<file path="src/rtl/ifu_iccm_arb_if.sv">
// ICCM arbiter bus bundle: fetch port, DMA port and ICCM memory port.
//   master : fetch/DMA requesters and the ICCM macro (drive requests,
//            memory read data; observe grants, responses, strobes)
//   slave  : the arbiter itself
// Addresses are word addresses declared [ICCM_BITS-1:2], so index 3 is
// byte-address bit 3 (the 78-bit half-line select).
interface ifu_iccm_arb_if #(
    parameter int ICCM_BITS = 16
);
    logic                  ifu_req;
    logic [ICCM_BITS-1:2]  ifu_addr;
    logic                  ifu_gnt;
    logic                  ifu_flush;
    logic                  ifu_rd_valid;
    logic [155:0]          ifu_rd_data;

    logic                  dma_req;
    logic                  dma_write;
    logic [ICCM_BITS-1:2]  dma_addr;
    logic [2:0]            dma_size;
    logic [77:0]           dma_wdata;
    logic                  dma_gnt;
    logic                  dma_rd_valid;
    logic [77:0]           dma_rd_data;

    logic                  iccm_rden;
    logic                  iccm_wren;
    logic [ICCM_BITS-1:2]  iccm_rw_addr;
    logic [2:0]            iccm_wr_size;
    logic [77:0]           iccm_wr_data;
    logic [155:0]          iccm_rd_data;
    logic                  iccm_busy;

    modport slave (
        input  ifu_req, ifu_addr, ifu_flush,
        input  dma_req, dma_write, dma_addr, dma_size, dma_wdata,
        input  iccm_rd_data,
        output ifu_gnt, ifu_rd_valid, ifu_rd_data,
        output dma_gnt, dma_rd_valid, dma_rd_data,
        output iccm_rden, iccm_wren, iccm_rw_addr, iccm_wr_size,
        output iccm_wr_data, iccm_busy
    );

    modport master (
        output ifu_req, ifu_addr, ifu_flush,
        output dma_req, dma_write, dma_addr, dma_size, dma_wdata,
        output iccm_rd_data,
        input  ifu_gnt, ifu_rd_valid, ifu_rd_data,
        input  dma_gnt, dma_rd_valid, dma_rd_data,
        input  iccm_rden, iccm_wren, iccm_rw_addr, iccm_wr_size,
        input  iccm_wr_data, iccm_busy
    );
endinterface

</file>
<file path="src/rtl/ifu_iccm_arb.sv">
// ICCM port arbiter between instruction fetch and DMA.
// One grant per cycle, combinational from same-cycle requests; DMA wins
// over fetch. Memory strobes follow the grant combinationally; address,
// write size and write data hold their last granted values. Read data
// returns one cycle after the grant and is steered to the requester by a
// small response FSM (IDLE / FETCH_RSP / DMA_RSP).
// Optional feature: define RV_ICCM_ARB_FAIR_EN to let a waiting fetch
// through after STARVE_MAX consecutive DMA grants.
// Ports:
//   clk  : core clock, rising edge
//   rst  : asynchronous active-high reset
//   bus  : ifu_iccm_arb_if.slave (fetch, DMA and ICCM signals)
module ifu_iccm_arb #(
    parameter int ICCM_BITS  = 16,
    parameter int STARVE_MAX = 3
) (
    input  logic              clk,
    input  logic              rst,
    ifu_iccm_arb_if.slave     bus
);

    typedef enum logic [1:0] {
        IDLE      = 2'd0,
        FETCH_RSP = 2'd1,
        DMA_RSP   = 2'd2
    } state_e;

    state_e                state_q, state_d;
    logic                  dma_hi_q, dma_hi_d;
    logic [ICCM_BITS-1:2]  addr_q, addr_d;
    logic [2:0]            size_q, size_d;
    logic [77:0]           wdata_q, wdata_d;

    logic                  ifu_gnt, dma_gnt;
    logic                  fair_ifu;

`ifdef RV_ICCM_ARB_FAIR_EN
    localparam int CW = (STARVE_MAX > 0) ? $clog2(STARVE_MAX + 1) : 1;

    logic [CW-1:0] starve_q, starve_d;

    assign fair_ifu = (starve_q == CW'(STARVE_MAX));

    // Counts DMA wins against a waiting fetch; saturates at STARVE_MAX.
    always_comb begin
        starve_d = starve_q;
        if (!bus.ifu_req || ifu_gnt) begin
            starve_d = '0;
        end else if (dma_gnt && !fair_ifu) begin
            starve_d = starve_q + 1'b1;
        end
    end

    always_ff @(posedge clk or posedge rst) begin
        if (rst) begin
            starve_q <= '0;
        end else begin
            starve_q <= starve_d;
        end
    end
`else
    assign fair_ifu = 1'b0;
`endif

    // Grants are masked during reset so no strobe escapes while rst=1.
    assign dma_gnt = !rst && bus.dma_req && !(bus.ifu_req && fair_ifu);
    assign ifu_gnt = !rst && bus.ifu_req && !dma_gnt;

    always_comb begin
        state_d        = IDLE;
        dma_hi_d       = dma_hi_q;
        addr_d         = addr_q;
        size_d         = size_q;
        wdata_d        = wdata_q;
        bus.iccm_rden  = 1'b0;
        bus.iccm_wren  = 1'b0;
        if (dma_gnt) begin
            addr_d = bus.dma_addr;
            if (bus.dma_write) begin
                bus.iccm_wren = 1'b1;
                size_d        = bus.dma_size;
                wdata_d       = bus.dma_wdata;
            end else begin
                bus.iccm_rden = 1'b1;
                state_d       = DMA_RSP;
                dma_hi_d      = bus.dma_addr[3];
            end
        end else if (ifu_gnt) begin
            bus.iccm_rden = 1'b1;
            addr_d        = bus.ifu_addr;
            state_d       = FETCH_RSP;
        end
    end

    // Memory-side outputs are the next-state values: live on a grant,
    // otherwise the held register contents.
    assign bus.iccm_rw_addr = addr_d;
    assign bus.iccm_wr_size = size_d;
    assign bus.iccm_wr_data = wdata_d;
    assign bus.ifu_gnt      = ifu_gnt;
    assign bus.dma_gnt      = dma_gnt;

    assign bus.iccm_busy    = (state_q != IDLE);
    assign bus.ifu_rd_valid = (state_q == FETCH_RSP) && !bus.ifu_flush;
    assign bus.ifu_rd_data  = (state_q == FETCH_RSP) ? bus.iccm_rd_data : '0;
    assign bus.dma_rd_valid = (state_q == DMA_RSP);
    assign bus.dma_rd_data  = (state_q != DMA_RSP) ? '0 :
                              dma_hi_q ? bus.iccm_rd_data[155:78]
                                       : bus.iccm_rd_data[77:0];

    always_ff @(posedge clk or posedge rst) begin
        if (rst) begin
            state_q  <= IDLE;
            dma_hi_q <= 1'b0;
            addr_q   <= '0;
            size_q   <= '0;
            wdata_q  <= '0;
        end else begin
            state_q  <= state_d;
            dma_hi_q <= dma_hi_d;
            addr_q   <= addr_d;
            size_q   <= size_d;
            wdata_q  <= wdata_d;
        end
    end

endmodule

</file>
<file path="src/flat_wrapper.sv">
// flat-port wrapper written by rule: the top's interface ports become plain ports
module ifu_iccm_arb_flat 
#(
    parameter int ICCM_BITS  = 16,
    parameter int STARVE_MAX = 3
)
  (clk, rst, bus_ifu_req, bus_ifu_addr, bus_ifu_flush, bus_dma_req, bus_dma_write, bus_dma_addr, bus_dma_size, bus_dma_wdata, bus_iccm_rd_data, bus_ifu_gnt, bus_ifu_rd_valid, bus_ifu_rd_data, bus_dma_gnt, bus_dma_rd_valid, bus_dma_rd_data, bus_iccm_rden, bus_iccm_wren, bus_iccm_rw_addr, bus_iccm_wr_size, bus_iccm_wr_data, bus_iccm_busy);
  ifu_iccm_arb_if #(.ICCM_BITS(ICCM_BITS)) bus_i ();
  input  logic clk;
  input  logic rst;
  input wire logic [$bits(bus_i.ifu_req)-1:0] bus_ifu_req;
  input wire logic [$bits(bus_i.ifu_addr)-1:0] bus_ifu_addr;
  input wire logic [$bits(bus_i.ifu_flush)-1:0] bus_ifu_flush;
  input wire logic [$bits(bus_i.dma_req)-1:0] bus_dma_req;
  input wire logic [$bits(bus_i.dma_write)-1:0] bus_dma_write;
  input wire logic [$bits(bus_i.dma_addr)-1:0] bus_dma_addr;
  input wire logic [$bits(bus_i.dma_size)-1:0] bus_dma_size;
  input wire logic [$bits(bus_i.dma_wdata)-1:0] bus_dma_wdata;
  input wire logic [$bits(bus_i.iccm_rd_data)-1:0] bus_iccm_rd_data;
  output wire logic [$bits(bus_i.ifu_gnt)-1:0] bus_ifu_gnt;
  output wire logic [$bits(bus_i.ifu_rd_valid)-1:0] bus_ifu_rd_valid;
  output wire logic [$bits(bus_i.ifu_rd_data)-1:0] bus_ifu_rd_data;
  output wire logic [$bits(bus_i.dma_gnt)-1:0] bus_dma_gnt;
  output wire logic [$bits(bus_i.dma_rd_valid)-1:0] bus_dma_rd_valid;
  output wire logic [$bits(bus_i.dma_rd_data)-1:0] bus_dma_rd_data;
  output wire logic [$bits(bus_i.iccm_rden)-1:0] bus_iccm_rden;
  output wire logic [$bits(bus_i.iccm_wren)-1:0] bus_iccm_wren;
  output wire logic [$bits(bus_i.iccm_rw_addr)-1:0] bus_iccm_rw_addr;
  output wire logic [$bits(bus_i.iccm_wr_size)-1:0] bus_iccm_wr_size;
  output wire logic [$bits(bus_i.iccm_wr_data)-1:0] bus_iccm_wr_data;
  output wire logic [$bits(bus_i.iccm_busy)-1:0] bus_iccm_busy;
  assign bus_i.ifu_req = bus_ifu_req;
  assign bus_i.ifu_addr = bus_ifu_addr;
  assign bus_i.ifu_flush = bus_ifu_flush;
  assign bus_i.dma_req = bus_dma_req;
  assign bus_i.dma_write = bus_dma_write;
  assign bus_i.dma_addr = bus_dma_addr;
  assign bus_i.dma_size = bus_dma_size;
  assign bus_i.dma_wdata = bus_dma_wdata;
  assign bus_i.iccm_rd_data = bus_iccm_rd_data;
  assign bus_ifu_gnt = bus_i.ifu_gnt;
  assign bus_ifu_rd_valid = bus_i.ifu_rd_valid;
  assign bus_ifu_rd_data = bus_i.ifu_rd_data;
  assign bus_dma_gnt = bus_i.dma_gnt;
  assign bus_dma_rd_valid = bus_i.dma_rd_valid;
  assign bus_dma_rd_data = bus_i.dma_rd_data;
  assign bus_iccm_rden = bus_i.iccm_rden;
  assign bus_iccm_wren = bus_i.iccm_wren;
  assign bus_iccm_rw_addr = bus_i.iccm_rw_addr;
  assign bus_iccm_wr_size = bus_i.iccm_wr_size;
  assign bus_iccm_wr_data = bus_i.iccm_wr_data;
  assign bus_iccm_busy = bus_i.iccm_busy;
  ifu_iccm_arb #(.ICCM_BITS(ICCM_BITS), .STARVE_MAX(STARVE_MAX)) u_core (.clk(clk), .rst(rst), .bus(bus_i));
endmodule
</file>
<file path="config.mk">
export PLATFORM = sky130hd
export DESIGN_NAME = ifu_iccm_arb_flat
export DESIGN_NICKNAME = d
export VERILOG_FILES = /design/src/rtl/ifu_iccm_arb_if.sv /design/src/rtl/ifu_iccm_arb.sv /design/src/flat_wrapper.sv
export SDC_FILE = /design/constraint.sdc
export NUM_CORES = 1
export LEC_CHECK = 0
export CAP_MARGIN = 30
export CORE_AREA = 4 4 236 238
export DETAILED_ROUTE_END_ITERATION = 12
export DIE_AREA = 0 0 240 242
export GPL_ROUTABILITY_DRIVEN = 0
export PLACE_DENSITY = 0.51
export SYNTH_ARGS = -nofsm -noshare
export SYNTH_HDL_FRONTEND = slang
export SYNTH_SLANG_ARGS = --single-unit
</file>
<file path="constraint.sdc">
create_clock -name clk -period 5.39 [get_ports clk]
set_input_delay 1.078 -clock clk [delete_from_list [all_inputs] [get_ports clk]]
set_output_delay 1.078 -clock clk [all_outputs]
set_load 0.01 [all_outputs]
</file>
==> impl_metrics.json, run 1 <==
{
  "synth_top_area_share_pct": 38.1,
  "critPathLaunchType": "primary input",
  "yosys_warnings": 0,
  "required_ns": 4.31,
  "finalPower_mw": 2.92,
  "ys_ff_latch": 98,
  "netSwitchingFraction_pct": 29.1,
  "cts_tree": "yes",
  "r2r-end": "u_core.dma_hi_q",
  "p_comb_share_pct": 41.7,
  "root_buffer": "clkbuf_16",
  "yosysTopAreaCell": "dfrtp_1",
  "htree_levels": 3,
  "hold_buffers": 0,
  "avgSynthCellArea_um2": 10.9,
  "cts_setup_buffers": 0,
  "wirelength_mm": 40.5,
  "crit_top_cell": "clkdlybuf4s50_1",
  "rr_worst_depth": 1,
  "placed_cell_area_um2": 13200,
  "fin_tns_setup_ns": 0,
  "postCtsResizedCells": 0,
  "drc_errors": 0,
  "finalSetupViolations": 0,
  "clock_latency_ns": 0.36,
  "die_w_um": 240,
  "final_core_util_pct": 25.4,
  "layout_commonest_cell": "clkdlybuf4s50_1",
  "grt_max_degree": 67,
  "cellLeakagePower_nw": 5.57,
  "p_per_area_nw_per_um2": 215,
  "final_nets": 1441,
  "synth_nets": 859,
  "power.net_switching_uw": 851,
  "clockBufferDepth": 2,
  "cap_violations": 0,
  "hold_viol_final": 0,
  "dieHeight_um": 242,
  "worstSetupPathType": "in -> out",
  "status": "finished clean",
  "drive_above_1_share_pct": 11.3,
  "dpl.hpwl_mm": 34.1,
  "pwr-share-clk_pct": 26.1,
  "rrSetupSlack_ns": 4.10,
  "slowest_delay_ns": 0.57,
  "drt-pass1-iter-count": 4,
  "p_int_mw": 2.07,
  "place_ws_ns": 0.752,
  "min_period_over_period_pct": 85.4,
  "grt_pass1_vias": 7342,
  "pin_count": 607,
  "clk_pin_slew_ns": 0.07,
  "coreArea_um2": 53600,
  "row_count": 85,
  "tightestPinTransition_ns": 0.899,
  "synthCells": 588,
  "die_area_um2": 58100,
  "sequentialPowerShare_pct": 32.2,
  "hold_slack_ns": 0.493,
  "crit_path_end_kind": "output pin",
  "cp-endpoint": "bus_iccm_rw_addr[12]",
  "vias": 6803,
  "first_iter_violations": 200,
  "yosysSeqAreaShare_pct": 38.1,
  "cts_buffers": 9,
  "reg2reg_from": "u_core.dma_hi_q",
  "area_growth_pct": 111,
  "ir_worst_vdd_v": 0.000191,
  "clock_skew_ns": 0,
  "finalInstanceArea_um2": 13600,
  "synthTopCellsByArea": "dfrtp_1, mux2_4, and2_1",
  "min_path_type": "reg -> reg",
  "antenna_found_initial": 4,
  "setup_ws_ns": 0.787,
  "netlist_area_um2": 6430,
  "slew_viol_final": 0,
  "rsz0062_at_grt": "false",
  "stdcell_count": 1872,
  "mostFrequentLayoutCells": "clkdlybuf4s50_1, and2_1, dfrtp_1, nor2_1, mux2_4",
  "slowest_stage": "clkdlybuf4s50_1",
  "cp_max_fo": 19,
  "cp.arrival_ns": 3.52,
  "dp_cells": 1855,
  "wl_per_cell_um": 21.6,
  "crit_chain": "clkdlybuf4s50_1, buf_4, nand2b_1, o221a_2, clkdlybuf4s50_1",
  "fillerInstances": 5731,
  "io_buffers": 606,
  "clock_sinks": 98,
  "period_needed_ns": 4.60,
  "slew-limit-headroom_pct": 40.0,
  "overflow": 0,
  "clock.fmax_ghz": 0.217,
  "start_util_pct": 12.0,
  "cp-startpoint": "bus_dma_req",
  "grt_usage_pct": 13.1,
  "grt_pass1_wl_mm": 55.8,
  "ys_types": 23,
  "drtAntennaViolNets": 0,
  "vias_per_cell": 3.63
}
## layout make-up
class | instances | area (µm²) | area share [%]
multi-input cells | 435 | 3670 | 27.0
inverters | 4 | 17.5 | 0.129
diodes | 2 | 5.00 | 0.0368
well taps | 696 | 871 | 6.41
repair buffers | 622 | 6240 | 45.9
flip-flops and latches | 98 | 2460 | 18.1
clock buffers | 9 | 225 | 1.66
clock inverters | 6 | 115 | 0.847
## routing by layer
layer | GRT usage (%) | wire length [µm] | vias to the layer above
met5 | 0 | 10 | -
li1 | - | - | 3130
met2 | 23.2 | 20000 | 396
met1 | 14.4 | 15300 | 3240
met3 | 5.01 | 4090 | 35
met4 | 4.23 | 1120 | 2
## state kept, by name, summed over array words and instances (netlist names)
register / count
u_core.dma_hi_q: 1
u_core.size_q: 3
u_core.addr_q: 14
u_core.wdata_q: 78
u_core.state_q: 2
## worst min path at each step
stage | end | cells past startpoint | startpoint
6_report | u_core.wdata_q[40] | 1 | u_core.wdata_q[40]
5_1_grt | u_core.wdata_q[12] | 1 | u_core.wdata_q[12]
4_1_cts | u_core.wdata_q[62] | 1 | u_core.wdata_q[62]
3_5_place_dp | u_core.wdata_q[40] | 1 | u_core.wdata_q[40]
3_3_place_gp | u_core.wdata_q[77] | 1 | u_core.wdata_q[77]
2_1_floorplan | u_core.size_q[0] | 1 | u_core.size_q[0]
## power by group through the flow
| stage | clock network, mW | registers (mW) | logic (mW) |
|---|---|---|---|
| final | 0.763 | 0.939 | 1.22 |
| after global placement | 0 | 0.953 | 1.23 |
| after CTS | 0.800 | 0.940 | 1.24 |
| after detailed placement | 0 | 0.949 | 1.22 |
| after floorplan | 0 | 0.903 | 0.555 |
| after global routing | 0.815 | 0.952 | 1.29 |
## kinds of logic (layout without fill, tap and decap cells)
logic type,after synthesis,count (layout),share of synthesized area [%]
simple gates,259,259,23.0
compound gates,16,16,2.69
other cells,0,2,0
buf+inv,55,641,5.02
flops,98,98,38.1
mux,160,160,31.1
## synthesized netlist by cell type
master and instances:
a21oi_1 1, and2_1 156, buf_2 26, buf_4 4, buf_6 9, clkbuf_1 11, clkbuf_2 1, dfrtp_1 98
inv_1 3, inv_2 1, mux2_1 2, mux2_2 1, mux2_4 79, mux2i_1 78, nand2b_1 4, nand3b_1 1
nor2_1 80, nor2b_1 2, nor3b_2 1, o21ba_2 1, o221a_2 14, or2_2 1, or4b_1 14
## critical path: cells and delay by family
family / cells / cell delay [ns]
buf+inv: 3 / 1.40
simple gates: 1 / 0.52
compound gates: 1 / 0.51
Note: power is estimated with default switching activity, not from simulation.
==> inputs of run 2 (changes only) <==
- CORE_AREA: 4 4 236 238 -> 4 4 237 239
- DIE_AREA: 0 0 240 242 -> 0 0 241 243
- clock period: 5.39 -> 4.55 ns (I/O delays scaled with it)
==> run 2 against run 1 <==
Compared with the run above:
- design area increased by 0.35%
- register-to-register slack got worse by 0.96 ns
- count of clock-buffer cells in the layout rose by 1
- critical endpoint is now bus_iccm_wr_data[21]
- highest routed layer unchanged
==> impl_metrics.json, run 2 (synthesis gave the netlist of run 1 again) <==
{
  "status": "finished clean",
  "area_growth_pct": 112,
  "min_path_type": "reg -> reg",
  "wirelength_mm": 40.9,
  "dp_cells": 1864,
  "mostFrequentLayoutCells": "clkdlybuf4s50_1, and2_1, dfrtp_1, nor2_1, mux2_4",
  "cp.arrival_ns": 3.05,
  "stdcell_count": 1883,
  "vias": 6767,
  "wl_per_cell_um": 21.7,
  "final_nets": 1450,
  "finalInstanceArea_um2": 13600,
  "grt_pass1_vias": 7350,
  "grt_usage_pct": 13.1,
  "slew-limit-headroom_pct": 45.2,
  "htree_levels": 3,
  "hold_viol_final": 0,
  "critPathLaunchType": "primary input",
  "drc_errors": 0,
  "antenna_found_initial": 7,
  "placed_cell_area_um2": 13300,
  "pin_count": 607,
  "clk_pin_slew_ns": 0.08,
  "cts_tree": "yes",
  "largest_register": "u_core.wdata_q",
  "start_util_pct": 11.9,
  "cap_violations": 0,
  "crit_path_end_kind": "output pin",
  "finalSetupViolations": 0,
  "clockBufferDepth": 2,
  "die_w_um": 241,
  "tightestPinTransition_ns": 0.822,
  "clock_latency_ns": 0.36,
  "worstSetupPathType": "in -> out",
  "drt-pass1-iter-count": 4,
  "cp-startpoint": "bus_dma_write",
  "first_iter_violations": 222,
  "reg.largest.list": "u_core.wdata_q (78), u_core.addr_q (14), u_core.size_q (3)",
  "hold_buffers": 0,
  "min_period_over_period_pct": 87.0,
  "die_area_um2": 58600,
  "clock.fmax_ghz": 0.253,
  "drive_above_1_share_pct": 12.2,
  "drtAntennaViolNets": 0,
  "ir_worst_vdd_v": 0.000204,
  "cellLeakagePower_nw": 5.61,
  "slew_viol_final": 0,
  "largest_register_ffs": 78,
  "cts_buffers": 9,
  "hold_start": "u_core.wdata_q[41]",
  "clock_skew_ns": 0,
  "grt_max_degree": 90,
  "dpl.hpwl_mm": 34.4,
  "rsz0062_at_grt": "false",
  "coreArea_um2": 53800,
  "layout_commonest_cell": "clkdlybuf4s50_1",
  "grt_pass1_wl_mm": 55.9,
  "reg2reg_from": "u_core.dma_hi_q",
  "fillerInstances": 5758,
  "cts_setup_buffers": 0,
  "cp_max_fo": 37,
  "hold_slack_ns": 0.496,
  "io_buffers": 606,
  "period_needed_ns": 3.96,
  "postCtsResizedCells": 0,
  "root_buffer": "clkbuf_16",
  "required_ns": 3.64,
  "vias_per_cell": 3.59,
  "clock_sinks": 98,
  "row_count": 85,
  "fin_tns_setup_ns": 0,
  "p_per_area_nw_per_um2": 245,
  "overflow": 0,
  "dieHeight_um": 243
}
==> run 2: changes by cell type in the layout (fill, tap and decap cells not counted), moves of 2 or more <==
| cell | previous run | this run |
|---|---|---|
| clkdlybuf4s50_1 | 606 | 604 |
| bufinv_16 | 3 | 0 |
| inv_6 | 1 | 3 |
| buf_4 | 12 | 21 |
| buf_12 | 4 | 6 |
==> run 2: cell type report <==
type / instances / area [µm²] / area share (%)
Clock inverter: 6 / 58.8 / 0.431
Clock buffer: 10 / 239 / 1.75
Multi-Input combinational cell: 435 / 3670 / 26.9
Antenna cell: 3 / 7.51 / 0.0550
Sequential cell: 98 / 2460 / 18.0
Tap cell: 696 / 871 / 6.38
Inverter: 4 / 17.5 / 0.128
Timing Repair Buffer: 631 / 6320 / 46.4
==> run 2: per-layer routing <==
metal | track usage (%) | vias to the layer above | part of all wire (%)
met5 | 0 | - | 0.12
met4 | 4.62 | 8 | 3.1
met3 | 4.73 | 41 | 9.5
met2 | 22.8 | 380 | 48
met1 | 14.7 | 3181 | 39
li1 | - | 3157 | -
==> run 2: final timing paths <==
| kind | end | slack [ns] | cells after the start |
|---|---|---|---|
| max | bus_iccm_wr_data[21] | 0.59 | 6 |
| min | u_core.wdata_q[41] | 0.50 | 1 |
| max reg2reg | u_core.dma_hi_q | 3.14 | 2 |
| min reg2reg | u_core.wdata_q[41] | 0.50 | 1 |
| max in group asynchronous | u_core.wdata_q[22] | 2.58 | 4 |
| min in group asynchronous | u_core.addr_q[8] | 1.21 | 3 |
==> run 2: per-stage QoR <==
step                setup slack, ns  power, mW  util, %
finish                        0.592       3.35     25.3
global route                  0.458       3.53     25.3
CTS                           0.572       3.42     25.3
detailed placement            0.573       2.59     24.8
global placement              0.597       2.59     24.8
floorplan                     0.904       1.73        -
==> run 2: worst max-delay path: stages <==
cell	delay [ns]
clkdlybuf4s50_1	0.49
nand3b_1	0.21
buf_12	0.22
buf_12	0.29
mux2_4	0.34
clkdlybuf4s50_1	0.50
==> run 2: where the power goes <==
| part | leakage, nW | switching (mW) | internal [mW] | total (mW) |
|---|---|---|---|---|
| Combinational | 4.32 | 0.554 | 0.903 | 1.46 |
| Sequential | 1.15 | 0.0865 | 1.02 | 1.11 |
| Clock | 0.143 | 0.380 | 0.398 | 0.778 |
| Total | 5.61 | 1.02 | 2.33 | 3.35 |
